### src/rtl/sap_ctrl_pkg.sv
// Shared opcodes, control-bit indices, microwords and stage encodings for the SAP micro-sequencer.
// The optional conditional jumps (JC/JZ) are enabled by defining CTRL_COND_JMP_EN.
package sap_ctrl_pkg;

   localparam logic [3:0] OP_HLT = 4'h0;
   localparam logic [3:0] OP_NOP = 4'h1;
   localparam logic [3:0] OP_ADD = 4'h2;
   localparam logic [3:0] OP_SUB = 4'h3;
   localparam logic [3:0] OP_LDA = 4'h4;
   localparam logic [3:0] OP_OUT = 4'h5;
   localparam logic [3:0] OP_STA = 4'h6;
   localparam logic [3:0] OP_JMP = 4'h7;
   localparam logic [3:0] OP_JC  = 4'h8;
   localparam logic [3:0] OP_JZ  = 4'h9;

   localparam int CB_PC_INC          = 14;
   localparam int CB_PC_EN           = 13;
   localparam int CB_PC_LOAD         = 12;
   localparam int CB_MAR_ADDR_LOAD_N = 11;
   localparam int CB_MAR_MEM_LOAD_N  = 10;
   localparam int CB_RAM_EN_N        = 9;
   localparam int CB_RAM_LOAD_N      = 8;
   localparam int CB_IR_LOAD_N       = 7;
   localparam int CB_IR_EN_N         = 6;
   localparam int CB_REGA_LOAD_N     = 5;
   localparam int CB_REGA_EN         = 4;
   localparam int CB_ADDER_SUB       = 3;
   localparam int CB_REGB_EN         = 2;
   localparam int CB_REGB_LOAD_N     = 1;
   localparam int CB_OUT_LOAD_N      = 0;

   localparam logic [15:0] CTRL_IDLE = 16'h0FE3;

   // Microwords are 15 bits; the control word is zero-extended above bit 14.
   localparam logic [14:0] MW_IDLE     = 15'h0FE3;
   localparam logic [14:0] MW_T0       = 15'h27E3;
   localparam logic [14:0] MW_T1       = 15'h4FE3;
   localparam logic [14:0] MW_T2       = 15'h0D63;
   localparam logic [14:0] MW_ADDR_IR  = 15'h07A3;
   localparam logic [14:0] MW_LDA_T4   = 15'h0DC3;
   localparam logic [14:0] MW_ADD_T4   = 15'h0DE1;
   localparam logic [14:0] MW_ADD_T5   = 15'h0FC7;
   localparam logic [14:0] MW_SUB_T5   = 15'h0FCF;
   localparam logic [14:0] MW_STA_T4   = 15'h0BF3;
   localparam logic [14:0] MW_STA_T5   = 15'h0EE3;
   localparam logic [14:0] MW_OUT_T3   = 15'h0FF2;
   localparam logic [14:0] MW_JMP_T3   = 15'h1FA3;

   localparam int T0 = 0;
   localparam int T1 = 1;
   localparam int T2 = 2;
   localparam int T3 = 3;
   localparam int T4 = 4;
   localparam int T5 = 5;

   typedef enum logic {ST_RUN, ST_HALTED} seq_mode_e;

endpackage

### src/rtl/sap_microcode_rom.sv
// Combinational microcode: (stage, opcode, flags) -> microword, last-stage and halt flags.
// JC/JZ decode only when CTRL_COND_JMP_EN is defined; otherwise they fall through to NOP.
module sap_microcode_rom
   import sap_ctrl_pkg::*;
#(
   parameter int OPCODE_W = 4,
   parameter int STAGE_W  = 3
) (
   input  logic [STAGE_W-1:0]  i_stage,
   input  logic [OPCODE_W-1:0] i_opcode,
   input  logic                i_flag_c,
   input  logic                i_flag_z,
   output logic [14:0]         o_cw,
   output logic                o_last,
   output logic                o_hlt
);

   logic [OPCODE_W-1:0] w_op_hi;
   logic [3:0]          w_op;

   // Any set bit above bit 3 turns the opcode into a NOP.
   assign w_op_hi = i_opcode >> 4;
   assign w_op    = (w_op_hi == '0) ? i_opcode[3:0] : OP_NOP;

`ifndef CTRL_COND_JMP_EN
   logic w_unused_flags;
   assign w_unused_flags = i_flag_c ^ i_flag_z;
`endif

   always_comb begin
      o_cw   = MW_IDLE;
      o_last = 1'b1;
      o_hlt  = 1'b0;
      case (i_stage)
         STAGE_W'(T0): begin o_cw = MW_T0; o_last = 1'b0; end
         STAGE_W'(T1): begin o_cw = MW_T1; o_last = 1'b0; end
         STAGE_W'(T2): begin o_cw = MW_T2; o_last = 1'b0; end
         STAGE_W'(T3): begin
            case (w_op)
               OP_HLT: o_hlt = 1'b1;
               OP_LDA, OP_ADD, OP_SUB, OP_STA: begin o_cw = MW_ADDR_IR; o_last = 1'b0; end
               OP_OUT: o_cw = MW_OUT_T3;
               OP_JMP: o_cw = MW_JMP_T3;
`ifdef CTRL_COND_JMP_EN
               OP_JC:  o_cw = i_flag_c ? MW_JMP_T3 : MW_IDLE;
               OP_JZ:  o_cw = i_flag_z ? MW_JMP_T3 : MW_IDLE;
`endif
               default: o_cw = MW_IDLE;
            endcase
         end
         STAGE_W'(T4): begin
            case (w_op)
               OP_LDA: o_cw = MW_LDA_T4;
               OP_ADD, OP_SUB: begin o_cw = MW_ADD_T4; o_last = 1'b0; end
               OP_STA: begin o_cw = MW_STA_T4; o_last = 1'b0; end
               default: o_cw = MW_IDLE;
            endcase
         end
         STAGE_W'(T5): begin
            case (w_op)
               OP_ADD:  o_cw = MW_ADD_T5;
               OP_SUB:  o_cw = MW_SUB_T5;
               OP_STA:  o_cw = MW_STA_T5;
               default: o_cw = MW_IDLE;
            endcase
         end
         default: o_cw = MW_IDLE;
      endcase
   end

endmodule

### src/rtl/sap_microsequencer.sv
// SAP micro-sequencer: stage counter, run/single-step control, HALTED state, control-word drive.
// Define CTRL_COND_JMP_EN to enable the JC/JZ conditional jumps in the microcode ROM.
module sap_microsequencer
   import sap_ctrl_pkg::*;
#(
   parameter  int OPCODE_W = 4,
   parameter  int CW_W     = 16,
   parameter  int NUM_T    = 6,
   localparam int STAGE_W  = $clog2(NUM_T)
) (
   input  logic                clk,
   input  logic                rst,
   input  logic [OPCODE_W-1:0] opcode,
   input  logic                run,
   input  logic                step,
   input  logic                flag_c,
   input  logic                flag_z,
   output logic [CW_W-1:0]     ctrl,
   output logic [STAGE_W-1:0]  stage,
   output logic                halted,
   output logic                instr_done
);

   logic [STAGE_W-1:0] r_stage;
   seq_mode_e          r_mode;
   logic               r_step_q;

   logic [14:0] w_cw;
   logic        w_last;
   logic        w_hlt;
   logic        w_active;
   logic        w_bad_stage;
   logic        w_halted;
   logic        w_drive;

   sap_microcode_rom #(
      .OPCODE_W (OPCODE_W),
      .STAGE_W  (STAGE_W)
   ) u_rom (
      .i_stage  (r_stage),
      .i_opcode (opcode),
      .i_flag_c (flag_c),
      .i_flag_z (flag_z),
      .o_cw     (w_cw),
      .o_last   (w_last),
      .o_hlt    (w_hlt)
   );

   // In step mode only the cycle carrying a fresh step edge executes.
   assign w_active    = run | (step & ~r_step_q);
   assign w_bad_stage = (r_stage > STAGE_W'(T5));
   assign w_halted    = (r_mode == ST_HALTED);
   assign w_drive     = ~rst & ~w_halted & w_active & ~w_bad_stage;

   assign ctrl       = w_drive ? CW_W'(w_cw) : CW_W'(MW_IDLE);
   assign instr_done = w_drive & w_last;
   assign stage      = r_stage;
   assign halted     = w_halted;

   always_ff @(posedge clk or posedge rst) begin
      if (rst) begin
         r_stage  <= '0;
         r_mode   <= ST_RUN;
         r_step_q <= 1'b0;
      end else begin
         r_step_q <= step;
         if (w_bad_stage) begin
            r_stage <= '0;
         end else if (r_mode == ST_RUN && w_active) begin
            // HLT parks at T3; only rst leaves HALTED.
            if (w_hlt)       r_mode  <= ST_HALTED;
            else if (w_last) r_stage <= '0;
            else             r_stage <= r_stage + 1'b1;
         end
      end
   end

endmodule

### config.mk
export PLATFORM = sky130hd
export DESIGN_NAME = sap_microsequencer
export DESIGN_NICKNAME = d
export VERILOG_FILES = /design/src/rtl/sap_ctrl_pkg.sv /design/src/rtl/sap_microcode_rom.sv /design/src/rtl/sap_microsequencer.sv
export SDC_FILE = /design/constraint.sdc
export NUM_CORES = 1
export LEC_CHECK = 0
export ABC_AREA = 1
export CORE_UTILIZATION = 40
export DETAILED_ROUTE_END_ITERATION = 8
export HOLD_SLACK_MARGIN = 0.15
export PLACE_DENSITY = 0.78
export SYNTH_ARGS = -nofsm -noshare
export SYNTH_HDL_FRONTEND = slang
export SYNTH_HIERARCHICAL = 1
export SYNTH_SLANG_ARGS = --single-unit
### constraint.sdc
create_clock -name clk -period 1.9 [get_ports clk]
set_input_delay 0.475 -clock clk [delete_from_list [all_inputs] [get_ports clk]]
set_output_delay 0.475 -clock clk [all_outputs]
set_load 0.02 [all_outputs]
## After elaboration in Yosys (flattened, before gate mapping)

Cells that the tools add are included.

| operators by class | value |
|---|---|
| reductions and logical operators | 10 |
| bitwise gates (word level) | 10 |
| eq/ne operators | 12 |
| multiplexer cells | 14 |
| add/sub/neg operators | 1 |
| $lt $le $gt $ge | 1 |

Operators with widths:

| operator | number |
|---|---|
| case mux 15 bit (6 select lines) | 1 |
| case mux 13 bit (3 select lines) | 1 |
| case mux 11 bit (3 select lines) | 1 |
| case mux 9 bit (3 select lines) | 1 |
| equality test 4 x 3 -> 1 bit (second input constant) | 4 |
| 2-to-1 mux 15 bit | 1 |
| 2-to-1 mux 3 bit | 4 |
| equality test 4 x 2 -> 1 bit (second input constant) | 2 |
| equality test 3 x 2 -> 1 bit (second input constant) | 2 |
| equality test 3 bit (second input constant) | 2 |
| OR reduction 3 bit | 2 |
| bitwise AND 1 bit | 5 |
| zero test 4 bit | 1 |
| 2-to-1 mux 1 bit | 4 |
| NOT 1 bit | 4 |
| OR reduction 4 bit | 1 |
| adder 3 x 1 -> 3 bit (second input constant) | 1 |
| equality test 3 x 1 -> 1 bit (second input constant) | 1 |
| greater-than comparator 3 bit (second input constant) | 1 |
| zero test 3 bit | 1 |
| case mux 1 bit (3 select lines) | 1 |
| AND reduction 3 bit | 1 |
| != test 2 bit (second input constant) | 1 |
| AND reduction 2 bit | 1 |
| 4 further kinds | 4 |

| word-level totals | value |
|---|---|
| output and inout bits | 21 |
| register bits | 5 |

## Longest topological paths before layout

Gate-level depths: netlist of run 1.

| depth | value |
|---|---|
| word-level depth | 8 |
| gate-level depth with buffers | 10 |
| depth with buffers taken out | 10 |

## Hierarchy

Netlist of run 1, hierarchy kept.

Modules (own cells, without submodules):

| module | instances | cells each | area an instance (µm²) |
|---|---|---|---|
| sap_microsequencer | 1 | 69 | 437.9 |
| sap_microcode_rom | 1 | 50 | 227.7 |

## Worst setup path after synthesis of run 1

OpenSTA, ideal clock, no wires.

| path | value |
|---|---|
| path type | reg2out |
| start point | reg r_stage[2], in the netlist stage[2] |
| end point | out instr_done |
| data required time | 1425 ps |
| cell stages (with the launch flop) | 7 |
| path slack | 18 ps |
| arrival | 1407 ps |
| buffers on the path | 0 |
| path through | dfrtp_1 -> nand2_1 -> nor2_2 -> nand3_1 -> nand3_1 -> inv_1 -> nor2_1 |

| between the ends | value |
|---|---|
| longest elaborated chain between the ends | 4 |
| elaborated cells on any way between the ends | 11 |

Ends and longest elaborated chain:

| item | line | RTL |
|---|---|---|
| from (decl) | sap_microsequencer.sv:24 | `logic [STAGE_W-1:0] r_stage;` |
| from (signal assigned) | sap_microsequencer.sv:73 | `else r_stage <= r_stage + 1'b1;` |
| equality test 3 x 1 -> 1 bit (tied with other cells) | sap_microcode_rom.sv:34 | `case (i_stage)` |
| OR reduction 3 bit (no line) | -- |  |
| case mux 1 bit (3 select lines) * | sap_microcode_rom.sv:34 |  |
| net w_last | sap_microsequencer.sv:29 | `logic w_last;` |
| bitwise AND 1 bit * | sap_microsequencer.sv:56 | `assign instr_done = w_drive & w_last;` |
| to (decl) | sap_microsequencer.sv:21 | `output logic instr_done` |

The timed path passes the listed nets; every way through them passes the cells marked *.

## Worst setup path in the final report of run 1

| path | value |
|---|---|
| start point | reg r_stage[1], in the netlist stage[1] |
| end point | out instr_done |

The elaborated chain is that of the path after synthesis.

==> results of run 1 <==
[synth_stat cells]
library cell / n / area (sq um)
inv_2: 1 / 3.75
nand4_1: 2 / 12.5
nand2_1: 25 / 93.8
nor3b_2: 1 / 12.5
nor2_1: 18 / 67.6
buf_6: 1 / 11.3
buf_4: 1 / 7.51
nor3_1: 3 / 15.0
nand3b_1: 9 / 67.6
or2_1: 1 / 6.26
nand3_1: 15 / 75.1
ha_1: 1 / 12.5
inv_1: 25 / 93.8
clkbuf_1: 1 / 3.75
dfrtp_1: 5 / 125
a21oi_1: 2 / 10.0
nand2_2: 3 / 18.8
conb_1: 1 / 3.75
nor2_2: 4 / 25.0
[area by class of cell]
cell class	count	area, sq um	share of cell area, %
flip-flops and latches	5	129	9.74
clock buffers	4	26.3	1.99
well taps	16	20.0	1.51
inverters	26	100	7.57
multi-input cells	85	549	41.5
repair buffers	61	498	37.7
[flip-flops by register name, summed over array words and instances (netlist names)]
register and cells:
stage 3, halted 1, r_step_q 1
[repair_timing]
item	4_1_cts	5_1_grt
setup endpoints to repair	17	18
gates resized for setup	115	34
gates cloned	1	0
setup buffers	6	4
pin swaps	12	6
endpoints found under the hold margin	0	0
[cells by family after synthesis]
group                    count (synthesis)  share of synthesized area (%)
AND/OR/NAND/NOR                         81                           59.2
flip-flops                               5                           18.8
adder cells (fa/ha/maj)                  1                           1.88
other                                    1                          0.563
AO/OA/AOI/OAI                            2                           1.50
buffers and inverters                   29                           18.0
[cells in the final DEF, fill, tap and decap left out, types with 8 or more instances in the layout]
cell and count:
buf_4 34, inv_1 21, nand2_1 17, nand3_1 13, buf_6 11, nor2_4 10, nor2_1 9, nand3b_1 9
nand2_2 8, buf_2 8
[power breakdown]
group          internal [uW]  total [uW]  switching, uW
logic                   35.0        78.7           43.7
clock network           79.6         126           46.8
registers                108         108          0.285
[worst max path at each step]
stage / to / slack [ns] / cells past startpoint
2_1_floorplan: instr_done / 0.02 / 6
3_3_place_gp: ctrl[9] / -0.79 / 9
3_5_place_dp: ctrl[8] / -0.84 / 7
4_1_cts: ctrl[9] / -0.07 / 8
5_1_grt: instr_done / -0.22 / 8
6_report: instr_done / -0.14 / 8
[metal layers]
metal	share of wire [%]	up-vias	wire (um)	global-route usage, %
met3	5.9	6	165	6.38
met2	51	57	1430	44.5
met1	42	485	1180	35.6
li1	-	491	-	-
met5	0	-	0	0
met4	1.3	0	37	1.88
[through the flow]
step	utilization, %	instance area [sq um]	instances	hold WS, ns	setup slack (ns)
after floorplan	-	666	119	0.485	0.0178
after global placement	72.6	1110	182	0.589	-0.794
after detailed placement	72.6	1110	182	0.600	-0.835
after CTS	79.6	1210	193	0.473	-0.0739
after global routing	86.8	1320	197	0.443	-0.218
final	86.8	1320	197	0.443	-0.137
==> impl_results.md, run 1 <==
* CTS Hold Bufs at 0
* # Max-Cap Violations at 0
* CP Capture Type: output pin
* Hold Path Sink: r_step_q
* Worst hold path depth at 1
* Total Routing Usage GR at 26.5%
* Pwr/cell area at 237 mW/mm^2
* Min Tclk post-route at 2.04 ns
* Post-Syn Area per Cell at 5.59 sq um
* Worst min path class: input port to flop
* Hold_sp: step
* Worst R2R Path Depth at 9
* Crit-path leading delay family: simple AND/OR/NAND/NOR gates
* WL/cell at 14.3 um
* Worst-path cell chain: inv_2, nand2_2, nor2_4, nand3_1, nand3_2, inv_1, nor2_1, buf_4
* Mapped cell area at 666 sq um
* Data arrival, critical path at 1.56 ns
* Rows at 14
* Fmax at 0.491 GHz
* Vias at 1039
* Placed wire-length estimate at 1570 um
* H-tree Lvls at 1
* Failing checks: negative setup slack
* CTS tree: yes
* Pwr Total at 313 uW
* R2R setup slack at 0.21 ns
* Setup total negative slack at -0.826 ns
* Clock root buffer: clkbuf_4
* Unique cell type count in the Yosys netlist at 19
* Routed vias/inst at 5.27
* Nets at 193
* Number of synthesized register bits at 5
* Crit-path max cell delay at 0.43 ns
* Cells after synthesis at 119
* Detail Route Antenna Nets at 0
* # IOs at 31
* RSZ-0062 raised after global routing: yes
* Worst EP required at 1.42 ns
* Skew-Pair Late Insertion Delay at 0.25 ns
* Crit Path Class: flop to output pin
* Reg2reg end: stage[0]
* Synth-to-layout area growth at 98.7%
* Port bufs at 27
* Number of diodes at 0
* First drt pass iteration count at 4
* Yosys warns at 6
* Remaining Overflow, GRT at 0
* Clock-pin slew on the worst setup and hold paths at 0.05 ns
* Crit Path Max Fanout at 5
* CTS buffer count at 3
* Synthesized Nets at 130
* Worst Path Buf+Inv at 3
* Detailed router's first-iteration violation count at 44
* Starting Density at 43.7%
* Sequential share of the synthesized area at 18.8%
* Horiz. Die Dim at 42.8 um
* Layout cells sized above 1 at 51.4%
* DRC at 0
* Largest net degree at the start of global routing at 10
* Die height at 42.8 um
* Fin crit share at 107%
* Hold Fails Final Rpt at 0
* Clock Tree Buf Depth at 2
* VDD IR max at 0.390 mV
* Core ar. at 0.00152 sq mm
* Clk sinks at 5
* Vias in the first global route at 846
* FILL cells at 92
* Final wirelength at 2810 um
* Slowest cell on the critical path: dfrtp_2
* Status: finished with violations
* First-pass GRT wire length at 3720 um
* Worst Setup Start Kind: flop
* Initial antenna violation count at 0
* Slack of the critical path at -0.137 ns
* Max Slew Vio Count at 0
* DIE AREA at 0.00183 sq mm
* Post-Route Skew at 0.00649 ns
* Final setup viols at 16
* GPL Wtd Cong at 0.882
* Leak Pwr at 0.000689 uW
* RR Startpoint: stage[2]
* Worst setup path startpoint: stage[1]
(Power assumes the default switching activity.)
==> run 2: changes to the inputs <==
clock period = 2.3 ns   (was 1.9 ns; I/O delays follow)
==> run 2 against run 1 <==
  * The run now ends clean
  * Clock power is 17% lower
  * Final area is 18% lower
  * Combinational power is 39% lower
  * Sequential share of layout area is 1.8 points higher
  * Final cell count fell by 5.6%
  * Utilization fell by 15 points
  * Power down 23%
  * Clock skew is 0.00060 ns lower
  * Highest routed layer unchanged
==> impl_results.md, run 2 (same netlist as run 1, synthesis figures left out) <==
* Status: finished clean
* Leak Pwr at 0.000554 uW (-20%)
* # Max-Cap Violations at 0 (unchanged)
* Clock-pin slew on the worst setup and hold paths at 0.04 ns (about the same)
* Most frequent cells in the layout: 24 x inv_1, 23 x buf_4, 21 x nand2_1, 15 x nand3_1, 15 x nor2_1
* Number of diodes at 0 (unchanged)
* Min Tclk post-route at 2.21 ns
* Worst Setup Start Kind: input port
* Vias at 890 (-14%)
* Horiz. Die Dim at 42.8 um (unchanged)
* Detailed router's first-iteration violation count at 25 (-43%)
* Placed wire-length estimate at 1540 um (-1.6%)
* Initial antenna violation count at 0 (unchanged)
* Crit-path max cell delay at 0.21 ns (-0.22 ns)
* Worst EP required at 1.73 ns (+0.31 ns)
* Slowest cell on the critical path: clkdlybuf4s15_1
* Total Routing Usage GR at 23.5% (-3.0 points)
* Clock root buffer: clkbuf_4
* DRC at 0 (unchanged)
* DIE AREA at 0.00183 sq mm (unchanged)
* Core ar. at 0.00152 sq mm (unchanged)
* Vias in the first global route at 731 (-14%)
* First-pass GRT wire length at 3220 um (-14%)
* Metal3 WL at 125 um (-24%)
* # IOs at 31 (unchanged)
* Clock Tree Buf Depth at 2 (unchanged)
* CTS buffer count at 3 (unchanged)
* VDD IR max at 0.275 mV (-30%)
* Nets at 182 (-5.7%)
* WL/cell at 11.0 um (-23%)
* Final wirelength at 2060 um (-27%)
* CTS tree: yes
* Remaining Overflow, GRT at 0 (unchanged)
* CP Capture Type: output pin
* Top sig layer: met4
* Synth-to-layout area growth at 63.9%
* Layout cells sized above 1 at 36.5% (-15 points)
* Most common cell after layout, fill and taps aside: inv_1
* Detail Route Antenna Nets at 0 (unchanged)
* Met1 wire length at 862 um (-27%)
* Setup total negative slack at 0 ns (+0.826 ns)
* Final setup viols at 0 (-16)
* Worst-path cell chain: clkdlybuf4s15_1, inv_1, nor2_2, buf_4, inv_1, nor2_2, a21oi_1, nand3b_1, buf_2
* Dpl ws at -0.628 ns (+0.207 ns)
* GPL Wtd Cong at 0.890 (+0.91%)
* Fin crit share at 95.9%
* Worst min path class: flop to flop
* Largest net degree at the start of global routing at 10 (unchanged)
* Port bufs at 27 (unchanged)
* Starting Density at 43.7% (unchanged)
* First drt pass iteration count at 4 (unchanged)
* Max Slew Vio Count at 0 (unchanged)
* Clk sinks at 5 (unchanged)
* Fmax at 0.453 GHz
* Skew-Pair Late Insertion Delay at 0.25 ns (about the same)
* Data arrival, critical path at 1.63 ns (+0.07 ns)
* Post-layout util at 71.6% (-15 points)
* Flip-flop count of the largest register after layout at 3 (unchanged)
* Crit Path Class: input port to output pin
* DR WL met2 at 1060 um (-26%)
* FILL cells at 133 (+45%)
* Crit Path Max Fanout at 5 (unchanged)
* Hold Fails Final Rpt at 0 (unchanged)
* CTS Hold Bufs at 0 (unchanged)
* Pwr/cell area at 222 mW/mm^2 (-6.5%)
* Post-Route Skew at 0.00589 ns (-0.000601 ns)
* H-tree Lvls at 1 (unchanged)
* Slack of the critical path at 0.0947 ns (+0.232 ns)
* Routed vias/inst at 4.78 (-9.3%)
* Rows at 14 (unchanged)
* Die height at 42.8 um (unchanged)
## run 2: power breakdown
part,switching [uW],total [uW],internal [uW]
Clock,38.6,104,65.8
Sequential,0.213,89.3,89.1
Combinational,26.6,48.1,21.5
Total,65.4,242,176
## run 2: final cells by class
cell class	instances	area (sq um)	share of cell area, %
inverters	26	97.6	8.94
well taps	16	20.0	1.83
repair buffers	50	368	33.7
clock buffers	4	26.3	2.41
flip-flops and latches	5	126	11.6
multi-input cells	85	453	41.5
## run 2: path summary, 6_finish.rpt
| kind | from | end | slack (ns) | depth (start not counted) |
|---|---|---|---|---|
| min in group asynchronous | rst | stage[1] | 0.69 | 3 |
| max in group asynchronous | rst | stage[2] | 1.49 | 3 |
| hold / removal | halted | halted | 0.52 | 2 |
| setup reg to reg | stage[0] | stage[0] | 0.72 | 9 |
| hold reg to reg | halted | halted | 0.52 | 2 |
| setup / recovery | opcode[2] | ctrl[5] | 0.09 | 9 |
## run 2: stage by stage
stage | hold WS [ns] | total power [uW] | instance area [sq um] | cells
detailed placement | 0.504 | 137 | 1090 | 180
finish | 0.523 | 242 | 1090 | 186
global placement | 0.491 | 136 | 1090 | 180
CTS | 0.526 | 245 | 1080 | 185
global route | 0.569 | 259 | 1090 | 186
floorplan | 0.585 | 110 | 666 | 119
## run 2: critical path, delay by kind of cell
family / cells / cell delay, ns
AND/OR/NAND/NOR: 3 / 0.35
AO/OA/AOI/OAI: 1 / 0.07
buffers and inverters: 5 / 0.63
## run 2: layer usage
metal | vias up | global-route usage (%)
met5 | - | 0
met4 | 0 | 4.38
met3 | 2 | 6.38
met2 | 27 | 39.7
met1 | 392 | 29.9
li1 | 469 | -
## run 2: repair_timing
item	CTS	global route
gates resized for setup	84	10
setup endpoints to repair	16	4
pin swaps	5	2
setup buffers	0	1
cloned	1	0
==> run 3: changes to the inputs <==
SETUP_SLACK_MARGIN = 0.5   (was default)
TNS_END_PERCENT = 5   (was default)
==> run 3 against run 2 <==
  * Routed wire length rose by 30%
  * Count of clock-buffer cells in the layout did not move
  * Combinational power rose by 34%
  * Clock skew fell by 0.0022 ns
  * Non-clock buffer count rose by 5
  * Power rose by 8.0%
  * Largest power group unchanged
  * Highest routed layer unchanged
==> impl_results.md, run 3 (same netlist as run 1, synthesis figures left out) <==
* Rows at 14 (unchanged)
* RSZ-0062 raised after global routing: yes
* Clock-pin slew on the worst setup and hold paths at 0.05 ns (about the same)
* # IOs at 31 (unchanged)
* Detailed router's first-iteration violation count at 43 (+72%)
* CP Capture Type: output pin
* Routed vias/inst at 5.17 (+8.1%)
* Clock share of power at 41.2% (-2.0 points)
* Min Tclk post-route at 2.14 ns (-0.0605 ns)
* Reg power frac at 34.2% (-2.7 points)
* Nets at 187 (+2.7%)
* Worst EP required at 1.73 ns (about the same)
* Core ar. at 0.00152 sq mm (unchanged)
* Layout cells sized above 1 at 49.1% (+13 points)
* Skew-Pair Late Insertion Delay at 0.25 ns (about the same)
* Status: finished clean
* Worst min path class: input port to flop
* Int Power at 184 uW (+4.3%)
* CTS buffer count at 3 (unchanged)
* Fmax at 0.466 GHz (+2.8%)
* Max Slew Vio Count at 0 (unchanged)
* Flip-flop count of the largest register after layout at 3 (unchanged)
* Post-layout util at 81.3% (+9.7 points)
* Crit Path Max Fanout at 6 (+1)
* Number of diodes at 0 (unchanged)
* Multi-input gate area at 529 sq um (+17%)
* Starting Density at 43.7% (unchanged)
* Remaining Overflow, GRT at 0 (unchanged)
* Worst Setup Start Kind: input port
* Horiz. Die Dim at 42.8 um (unchanged)
* First drt pass iteration count at 5 (+1)
* Crit Path Class: input port to output pin
* Placed wire-length estimate at 1540 um (about the same)
* # Max-Cap Violations at 0 (unchanged)
* Leak Pwr at 0.000638 uW (+15%)
* DRC at 0 (unchanged)
* Vias in the first global route at 908 (+24%)
* Post-Route Skew at 0.00367 ns (-0.00222 ns)
* Most frequent cells in the layout: 24 x buf_4, 20 x inv_1, 17 x nand2_1, 14 x nand3_1, 13 x buf_2
* Most common cell after layout, fill and taps aside: buf_4
* Slack of the critical path at 0.155 ns (+0.0605 ns)
* DIE AREA at 0.00183 sq mm (unchanged)
* Vias at 988 (+11%)
* Data arrival, critical path at 1.57 ns (-0.06 ns)
* Total Routing Usage GR at 28.2% (+4.7 points)
* Switching pwr at 77.2 uW (+18%)
* Initial antenna violation count at 0 (unchanged)
* Hold Fails Final Rpt at 0 (unchanged)
* VDD IR max at 0.280 mV (+2.0%)
* WL/cell at 14.0 um (+26%)
* Clock Tree Buf Depth at 2 (unchanged)
* CTS tree: yes
* Synth-to-layout area growth at 86.1%
* Die height at 42.8 um (unchanged)
* First-pass GRT wire length at 3870 um (+20%)
* FILL cells at 96 (-28%)
* CTS Hold Bufs at 0 (unchanged)
* Sw Share at 29.6% (+2.5 points)
* Sequential cell area at 129 sq um (+2.0%)
* Fin crit share at 93.3% (-2.6 points)
* Logic gate share of total power at 24.6% (+4.7 points)
* Port bufs at 27 (unchanged)
* Clk sinks at 5 (unchanged)
* Detail Route Antenna Nets at 0 (unchanged)
* Dpl ws at -0.631 ns (-0.00211 ns)
* H-tree Lvls at 1 (unchanged)
* Largest net degree at the start of global routing at 10 (unchanged)
* Final setup viols at 0 (unchanged)
* Pwr/cell area at 211 mW/mm^2 (-4.8%)
* GPL Wtd Cong at 0.880 (-1.2%)
* Clock root buffer: clkbuf_4
* Final wirelength at 2670 um (+30%)
==> run 3: changes by cell type in the layout (fill, tap and decap cells not counted), moves of 3 or more <==
cell     delta
nor2_1      -4
buf_6       +8
nand2_4     +3
nor2_4      +5
inv_1       -4
inv_2       +4
nand2_1     -4
==> run 3: routing by layer <==
metal	vias up	wire length (um)	global-route usage, %
li1	478	-	-
met1	450	1030	32.1
met2	52	1390	50.6
met3	8	173	7.66
met4	0	70	8.13
met5	-	0	0
==> run 3: path summary, 6_finish.rpt <==
check	startpoint	to	slack [ns]	cells after the start
max in group asynchronous	rst	stage[2]	1.50	3
worst max-delay path	opcode[2]	ctrl[9]	0.16	9
worst min-delay path	step	r_step_q	0.54	1
worst min register to register	halted	halted	0.56	2
worst max register to register	stage[1]	stage[2]	0.65	10
min in group asynchronous	rst	halted	0.67	3
==> run 3: stage by stage <==
stage	cells	hold slack (ns)	total power (uW)	TNS, ns	cell area (sq um)
floorplan	119	0.508	111	0	686
global placement	177	0.490	138	-7.76	1090
detailed placement	177	0.523	140	-8.26	1090
CTS	191	0.532	260	0	1210
global route	191	0.531	276	0	1240
finish	191	0.538	261	0	1240
==> run 3: power by group through the flow <==
stage          Combinational, uW  Clock, uW  Sequential [uW]
2_1_floorplan               20.4          0             90.6
3_5_place_dp                48.9          0             90.6
4_1_cts                     60.1        110             89.2
6_report                    64.4        108             89.2
5_1_grt                     68.4        118             89.1
3_3_place_gp                47.0          0             90.6
==> run 3: cell type report <==
class | count | area share, %
Clock buffer | 4 | 2.12
Inverter | 26 | 7.88
Multi-Input combinational cell | 85 | 42.7
Sequential cell | 5 | 10.4
Tap cell | 16 | 1.62
Timing Repair Buffer | 55 | 35.3
==> run 3: timing repair <==
item,4_1_cts,5_1_grt
cloned,1,0
hold endpoints to repair,0,0
pin swaps,16,6
endpoints found under the setup margin,22,20
resized for setup,126,8
buffers inserted,9,0
==> run 3: critical path: stages <==
cell      delay (ns)
buf_4           0.13
nor2_4          0.13
nand2_4         0.08
nand2_2         0.09
inv_1           0.06
nor2_1          0.13
nor2_1          0.06
nand3b_1        0.17
buf_6           0.14
